===== config.mk =====
export PLATFORM = sky130hd
export DESIGN_NAME = corr_metrics
export DESIGN_NICKNAME = d
export VERILOG_FILES = /design/src/rtl/corr_metrics.sv
export SDC_FILE = /design/constraint.sdc
export NUM_CORES = 1
export LEC_CHECK = 0
export BUFFER_PORTS_ARGS = -buffer_cell sky130_fd_sc_hd__buf_4
export CAP_MARGIN = 20
export CORE_MARGIN = 3
export CORE_UTILIZATION = 30
export DETAILED_ROUTE_END_ITERATION = 10
export SYNTH_ARGS = -nofsm -noshare
export SYNTH_HDL_FRONTEND = slang
export SYNTH_SLANG_ARGS = --single-unit

===== constraint.sdc =====
create_clock -name i_clk -period 15.3 [get_ports i_clk]
set_input_delay 3.06 -clock i_clk [delete_from_list [all_inputs] [get_ports i_clk]]
set_output_delay 3.06 -clock i_clk [all_outputs]
set_load 0.01 [all_outputs]

===== src/rtl/corr_metrics.sv =====
// Derived window metrics (covariance, dependence, Hamming distance) from correlator counts.
// Optional dependence divider is compiled in only when CORR_METRICS_DEP_EN is defined.
module corr_metrics #(
  parameter int DIV_ITERS = 16
) (
  input  logic       i_clk,
  input  logic       i_rst,
  input  logic       i_cg,
  input  logic       i_valid,
  output logic       o_ready,
  input  logic [7:0] i_countX,
  input  logic [7:0] i_countY,
  input  logic [7:0] i_countIsect,
  input  logic [7:0] i_countSymdiff,
  output logic [7:0] o_cov,
  output logic [7:0] o_dep,
  output logic [7:0] o_ham,
  output logic       o_valid,
  output logic       o_dropped,
  input  logic       i_clearDropped
);

  // state | meaning
  // IDLE  | ready, waiting for a window
  // MUL   | form xy = (X*Y)>>8 and clamped covariance
  // DIV   | restoring divide, one quotient bit per cycle (divider builds only)
  // DONE  | results visible, o_valid pulses
  localparam logic [1:0] IDLE = 2'd0;
  localparam logic [1:0] MUL  = 2'd1;
  localparam logic [1:0] DONE = 2'd3;
`ifdef CORR_METRICS_DEP_EN
  localparam logic [1:0] DIV  = 2'd2;
  localparam int CntW = $clog2(DIV_ITERS + 1);
`endif

  logic [1:0] state;
  logic [7:0] xReg, yReg, isectReg, symdiffReg;
  logic [7:0] xyNext;
  logic [8:0] covDiff;
  logic [7:0] covNext;

  assign o_ready = (state == IDLE);

  assign xyNext  = 8'((16'(xReg) * 16'(yReg)) >> 8);
  assign covDiff = {1'b0, isectReg} - {1'b0, xyNext};

  // Sign bit disagreeing with bit 7 means the difference left [-128, 127].
  always_comb begin
    covNext = {~covDiff[7], covDiff[6:0]};
    if (covDiff[8] != covDiff[7]) covNext = covDiff[8] ? 8'h00 : 8'hFF;
  end

`ifdef CORR_METRICS_DEP_EN
  logic [7:0]      xyReg, covReg, remReg, remNext, depFinal;
  logic [15:0]     quoReg, quoNext;
  logic [8:0]      trial;
  logic            trialGe;
  logic [CntW-1:0] iterCnt;

  always_comb begin
    trial   = {remReg, quoReg[15]};
    trialGe = (trial >= {1'b0, xyReg});
    remNext = trialGe ? 8'(trial - {1'b0, xyReg}) : trial[7:0];
    quoNext = {quoReg[14:0], trialGe};
  end

  // A zero divisor yields an all-ones quotient, so its result is decided from Isect alone.
  always_comb begin
    if (xyReg == 8'h00)        depFinal = (isectReg == 8'h00) ? 8'h00 : 8'hFF;
    else if (|quoNext[15:8])   depFinal = 8'hFF;
    else                       depFinal = quoNext[7:0];
  end
`else
  assign o_dep = 8'h00;
  // DIV_ITERS only shapes the divider; referenced so the parameter stays on the interface.
  if (DIV_ITERS != 16) begin : gDivItersUnused
  end
`endif

  always_ff @(posedge i_clk) begin
    if (i_rst) begin
      state      <= IDLE;
      xReg       <= 8'h00;
      yReg       <= 8'h00;
      isectReg   <= 8'h00;
      symdiffReg <= 8'h00;
      o_cov      <= 8'h00;
      o_ham      <= 8'h00;
      o_valid    <= 1'b0;
      o_dropped  <= 1'b0;
`ifdef CORR_METRICS_DEP_EN
      o_dep      <= 8'h00;
      xyReg      <= 8'h00;
      covReg     <= 8'h00;
      remReg     <= 8'h00;
      quoReg     <= 16'h0000;
      iterCnt    <= '0;
`endif
    end else if (i_cg) begin
      o_valid <= 1'b0;
      if (i_valid && (state != IDLE)) o_dropped <= 1'b1;
      else if (i_clearDropped)        o_dropped <= 1'b0;

      case (state)
        IDLE: begin
          if (i_valid) begin
            xReg       <= i_countX;
            yReg       <= i_countY;
            isectReg   <= i_countIsect;
            symdiffReg <= i_countSymdiff;
            state      <= MUL;
          end
        end
        MUL: begin
`ifdef CORR_METRICS_DEP_EN
          xyReg   <= xyNext;
          covReg  <= covNext;
          remReg  <= 8'h00;
          quoReg  <= {1'b0, isectReg, 7'b0};
          iterCnt <= CntW'(DIV_ITERS);
          state   <= DIV;
`else
          o_cov   <= covNext;
          o_ham   <= symdiffReg;
          o_valid <= 1'b1;
          state   <= DONE;
`endif
        end
`ifdef CORR_METRICS_DEP_EN
        DIV: begin
          remReg  <= remNext;
          quoReg  <= quoNext;
          iterCnt <= iterCnt - CntW'(1);
          if (iterCnt == CntW'(1)) begin
            o_cov   <= covReg;
            o_dep   <= depFinal;
            o_ham   <= symdiffReg;
            o_valid <= 1'b1;
            state   <= DONE;
          end
        end
`endif
        DONE:    state <= IDLE;
        default: state <= IDLE;
      endcase
    end
  end

endmodule


Yosys cells after proc, flatten, opt, wreduce, memory -nomap -nowiden
Cells that the tools add are included.
- output and inout bits: 27
- bits in registers: 52
- word-level logic and storage cells: 30
- input port bits: 37
- $mul: 1
- muxes and demuxes: 7
- equality and inequality tests: 3
- reductions and logical operators: 8
- bitwise gates (word level): 1
- $add $sub $neg: 1
- operators with widths (kind ; count):
    $mul 8x8->16 ; 1
    $mux 8 ; 2
    $sub 8x8->9 ; 1
    $reduce_and 2->1 ; 3
    $pmux 2 s2 ; 1
    $reduce_bool 2->1 ; 2
    $mux 1 ; 3
    $reduce_and 3->1 ; 1
    $eq 2x1->1 const B ; 1
    $logic_not 2->1 ; 1
    $mux 2 ; 1
    $ne 2x2->1 const B ; 1
    $logic_and 1x1->1 ; 1
    $ne 1x1->1 ; 1
    $not 1->1 ; 1

Logic depth before layout (Yosys ltp)
- word-level depth: 4
- depth in mapped cells: 23
- mapped depth without buffers: 23

Least setup slack after synthesis
OpenSTA, ideal clock, no wires.
- kind: register -> register
- start point: reg xReg[1]
- end point: reg o_cov[2]
- library setup time: 0.079 ns
- arrival: 5.433 ns
- setup slack: 9.788 ns
- data required time: 15.221 ns
- stages on the path, launching flop included: 21
- cells stage by stage: dfxtp_1 > and2_1 > fa_1 > fa_1 > fa_1 > inv_1 > fa_1 > inv_1 > ha_1 > o211ai_1 > nor2_1 > a221oi_4 > nor3_2 > o31ai_1 > xor2_1 > ha_1 > a21o_1 > a211oi_4 > o211ai_4 > maj3_2 > a211oi_2
- longest elaborated chain between the ends: 4
- elaborated cells on any way between the ends: 5
- classes of those cells: add/sub: 1; mul: 1; eq/ne: 1; mux: 2
- ends and longest elaborated chain (what ; RTL line ; source):
    start: declaration ; 37 ; logic [7:0] xReg, yReg, isectReg, symdiffReg;
    start signal: assignment ; 107 ; xReg <= i_countX;
    $mul 8x8->16 * ; 44 ; assign xyNext = 8'((16'(xReg) * 16'(yReg)) >> 8);
    $sub 8x8->9 * ; 45 ; assign covDiff = {1'b0, isectReg} - {1'b0, xyNext};
    $mux 8 or $ne 1x1->1 (tied branches) ; 50 ; if (covDiff[8] != covDiff[7]) covNext = covDiff[8] ? 8'h00 : 8'hFF;
    $mux 8 * ; 50 ;
    end signal: assignment ; 123 ; o_cov <= covNext;
    end: declaration ; 15 ; output logic [7:0] o_cov,
Every way passes the cells marked *; elsewhere a longest branch is shown, timed or not.
A chain may end at the register's enable or synchronous reset.

Worst setup path in the final report
- start point: reg xReg[5]
- end point: reg o_cov[6]
The elaborated chain is that of the path after synthesis.

==> qor.yml <==
power:
  clock_power_share_pct: 34.2
  combPwrFrac_pct: 21.0
  power.internal_w: 0.0002344
  powerDensity_nw_per_um2: 66.92
  peakVddDrop_uv: 49.05
  p_leak_nw: 2.312
  net-switching-power_w: 0.00009596
  p_seq_share_pct: 44.8
  p_sw_share_pct: 29.05
cts:
  worstSkewPairLatency_ns: 0.29
  cts_root_buf: "clkbuf_16"
  tritoncts: "built"
  postCtsHoldBufs: 0
  cts_setup_buffers: 0
  cts_buffers: 5
  clk_pin_slew_ns: 0.07
  post_cts_resized: 0
  cts_num_sinks: 52
  clockBufferDepth: 2
  cts_max_level: 2
floorplan:
  die_y_um: 125.2
  dieArea_um2: 15670
  die_w_um: 125.2
  ioPinCount: 64
  row_count: 42
  core_area_um2: 13560
  initial_core_util_pct: 31.42
grt:
  grt_use_total_pct: 12.03
  grt_pass1_vias: 3361
  grt_pass1_wl_mm: 15.98
  antenna_found_initial: 0
  gr-total-overflow: 0
  grt_max_degree: 53
worst_setup_path:
  criticalPathCategory: "reg2reg"
  cp.required_ns: 15.52
  cp_common_cell: "fa_1"
  cp-end-kind: "flop"
  slowest_stage: "fa_1"
  path_delay_family: "adder cells"
  worst-path-max-fanout: 9
  arrival_ns: 6.13
  critPathMaxStageDelay_ns: 0.56
  path_cells: "and2_1 > fa_1 > fa_1 > fa_1 > inv_1 > fa_1 > inv_1 > ha_1 > o211ai_1 > nor2_1 > a221oi_4 > nor3_2 > o31ai_1 > xor2_1 > ha_1 > a21o_1 > a211oi_4 > o211ai_4 > maj3_2 > a211oi_2"
  path_buf_inv: 2
  cp-start-kind: "flop"
routing:
  post-route-drc-count: 0
  drt_wl_total_mm: 9.465
  firstDrtPassIters: 4
  vias_per_cell: 4.680
  drtIter0Drc: 103
  wl_per_cell_um: 13.39
  dr_total_vias: 3309
  ant_nets: 0
logic_synthesis:
  avgSynthCellArea_um2: 8.857
  synthCells: 481
  yosysSeqAreaShare_pct: 24.43
  yosys_warnings: 0
  synth_top_area_share_pct: 24.43
  yosys.area.top_type: "dfxtp_1"
  synth.area.top_cells: "dfxtp_1, fa_1, ha_1"
  ys_seq_elements: 52
  ys_types: 44
  syn-cell-area_um2: 4260
cells_and_area:
  stdcell_count: 707
  drive_gt1_share_pct: 17.70
  area_delta_synth_final_pct: 15.86
  nets: 644
  num_antenna_cells: 0
placed_design:
  dpl.hpwl_mm: 7.443
  place_inst: 699
  gp_congestion: 0.8144
  port_buffers: 55
sta:
  clock_skew_ns: 0.004413
  maxSlewHeadroom_pct: 36.32
  finalCritPeriodShare_pct: 38.63
  tightest_slew_ns: 0.9500
  fin_crit_ns: 5.911
  drv_slew: 0
  final-setup-viol-count: 0
  hold_viol: 0
  grt_setup_unrepaired: "no"
  max_freq_mhz: 169.2
  tns_ns: 0
worst_hold_path:
  hold_class: "reg2reg"
status:
  outcome: "finished, final reports clean"
flow_run:
  maxCapViolCount: 0
==> worst reg2reg max path, stage by stage, from the launching register on <==
cell and delay [ns]:
dfxtp_1 0.52, and2_1 0.21, fa_1 0.44, fa_1 0.49
fa_1 0.56, inv_1 0.06, fa_1 0.53, inv_1 0.04
ha_1 0.36, o211ai_1 0.11, nor2_1 0.09, a221oi_4 0.33
nor3_2 0.11, o31ai_1 0.28, xor2_1 0.18, ha_1 0.31
a21o_1 0.23, a211oi_4 0.27, o211ai_4 0.16, maj3_2 0.35
a211oi_2 0.21
==> metal layers <==
layer	wire, um	GRT usage [%]
met5	0	0
met4	133	2.679
met3	329	1.535
met2	4619	20.88
met1	4383	16.04
==> placed cells by master (no fill, tap or decap), types with 7 or more instances in the layout <==
cell	instances
a211oi_2	7
a21oi_1	48
and2_1	52
buf_4	58
conb_1	8
dfxtp_1	52
fa_1	36
ha_1	41
inv_1	43
maj3_2	7
nand2_1	94
nor2_1	14
xnor2_1	10
==> cells in the mapped netlist, drive strengths merged <==
cell type  instances
nor2              14
clkbuf            14
ha                41
nand2b             4
fa                36
inv               43
o31ai              1
a221oi             1
conb               1
dfxtp             52
nor4               1
nor2b              2
o211ai             4
o2111ai            2
maj3               7
a211oi            10
nand4b             1
o41ai              1
or3                1
xor2               4
a21o               6
xnor2             10
and2              52
nor3               5
a31oi              1
nand3              4
o21ai              5
o21a               1
o21bai             2
buf                9
nand3b             1
nand2             94
or2                2
a21oi             49
==> stage by stage <==
stage          hold slack, ns  worst slack [ns]  total power (W)  instance area (um^2)  util [%]
6_report               0.4550             9.389        0.0003303                  4936     36.41
5_1_grt                0.4735             9.011        0.0003462                  4936     36.41
4_1_cts                0.4569             9.339        0.0003335                  4936     36.41
3_5_place_dp           0.4470             9.346        0.0002202                  4793     35.35
3_3_place_gp           0.4441             9.501        0.0002186                  4793     35.35
2_1_floorplan          0.4321             9.788        0.0002002                  4287         -
==> final cells by class <==
class	instances	area [um^2]
Sequential cell	52	1041
Tap cell	176	220.2
Clock inverter	2	13.76
Multi-Input combinational cell	370	2935
Clock buffer	6	128.9
Timing Repair Buffer	58	435.4
Fill cell	1423	8622
Inverter	43	161.4
==> logic make-up (layout without fill, tap and decap cells) <==
family / count (synthesis) / in the layout / share of synthesized area [%]
AOI/OAI and AO/OA: 83 / 83 / 14.04
adders and majority gates: 84 / 84 / 30.81
xor gates and xnor gates: 14 / 14 / 2.878
and+or+nand+nor: 181 / 181 / 20.35
buffers and inverters: 66 / 109 / 7.401
other: 1 / 8 / 0.08802
DFF: 52 / 52 / 24.43
==> power groups by stage <==
stage	clock network [W]	registers, W	logic (W)
after CTS	0.000116	0.000148	0.0000699
after global routing	0.000120	0.000149	0.0000770
after detailed placement	0	0.000151	0.0000692
after global placement	0	0.000151	0.0000679
final	0.000113	0.000148	0.0000694
after floorplan	0	0.000149	0.0000509
==> sequential cells by signal, summed over array words and instances (netlist names) <==
name,cells
o_valid,1
yReg,8
isectReg,8
symdiffReg,8
o_dropped,1
o_ham,8
xReg,8
o_cov,8
state,2
==> worst paths after layout <==
check | from | endpoint | slack (ns) | depth (start not counted)
worst max-delay path | xReg[5] | o_cov[6] | 9.39 | 20
worst max register to register | xReg[5] | o_cov[6] | 9.39 | 20
worst min register to register | isectReg[0] | isectReg[0] | 0.46 | 2
worst min-delay path | isectReg[0] | isectReg[0] | 0.46 | 2
Power figures use the tool's default switching activity.
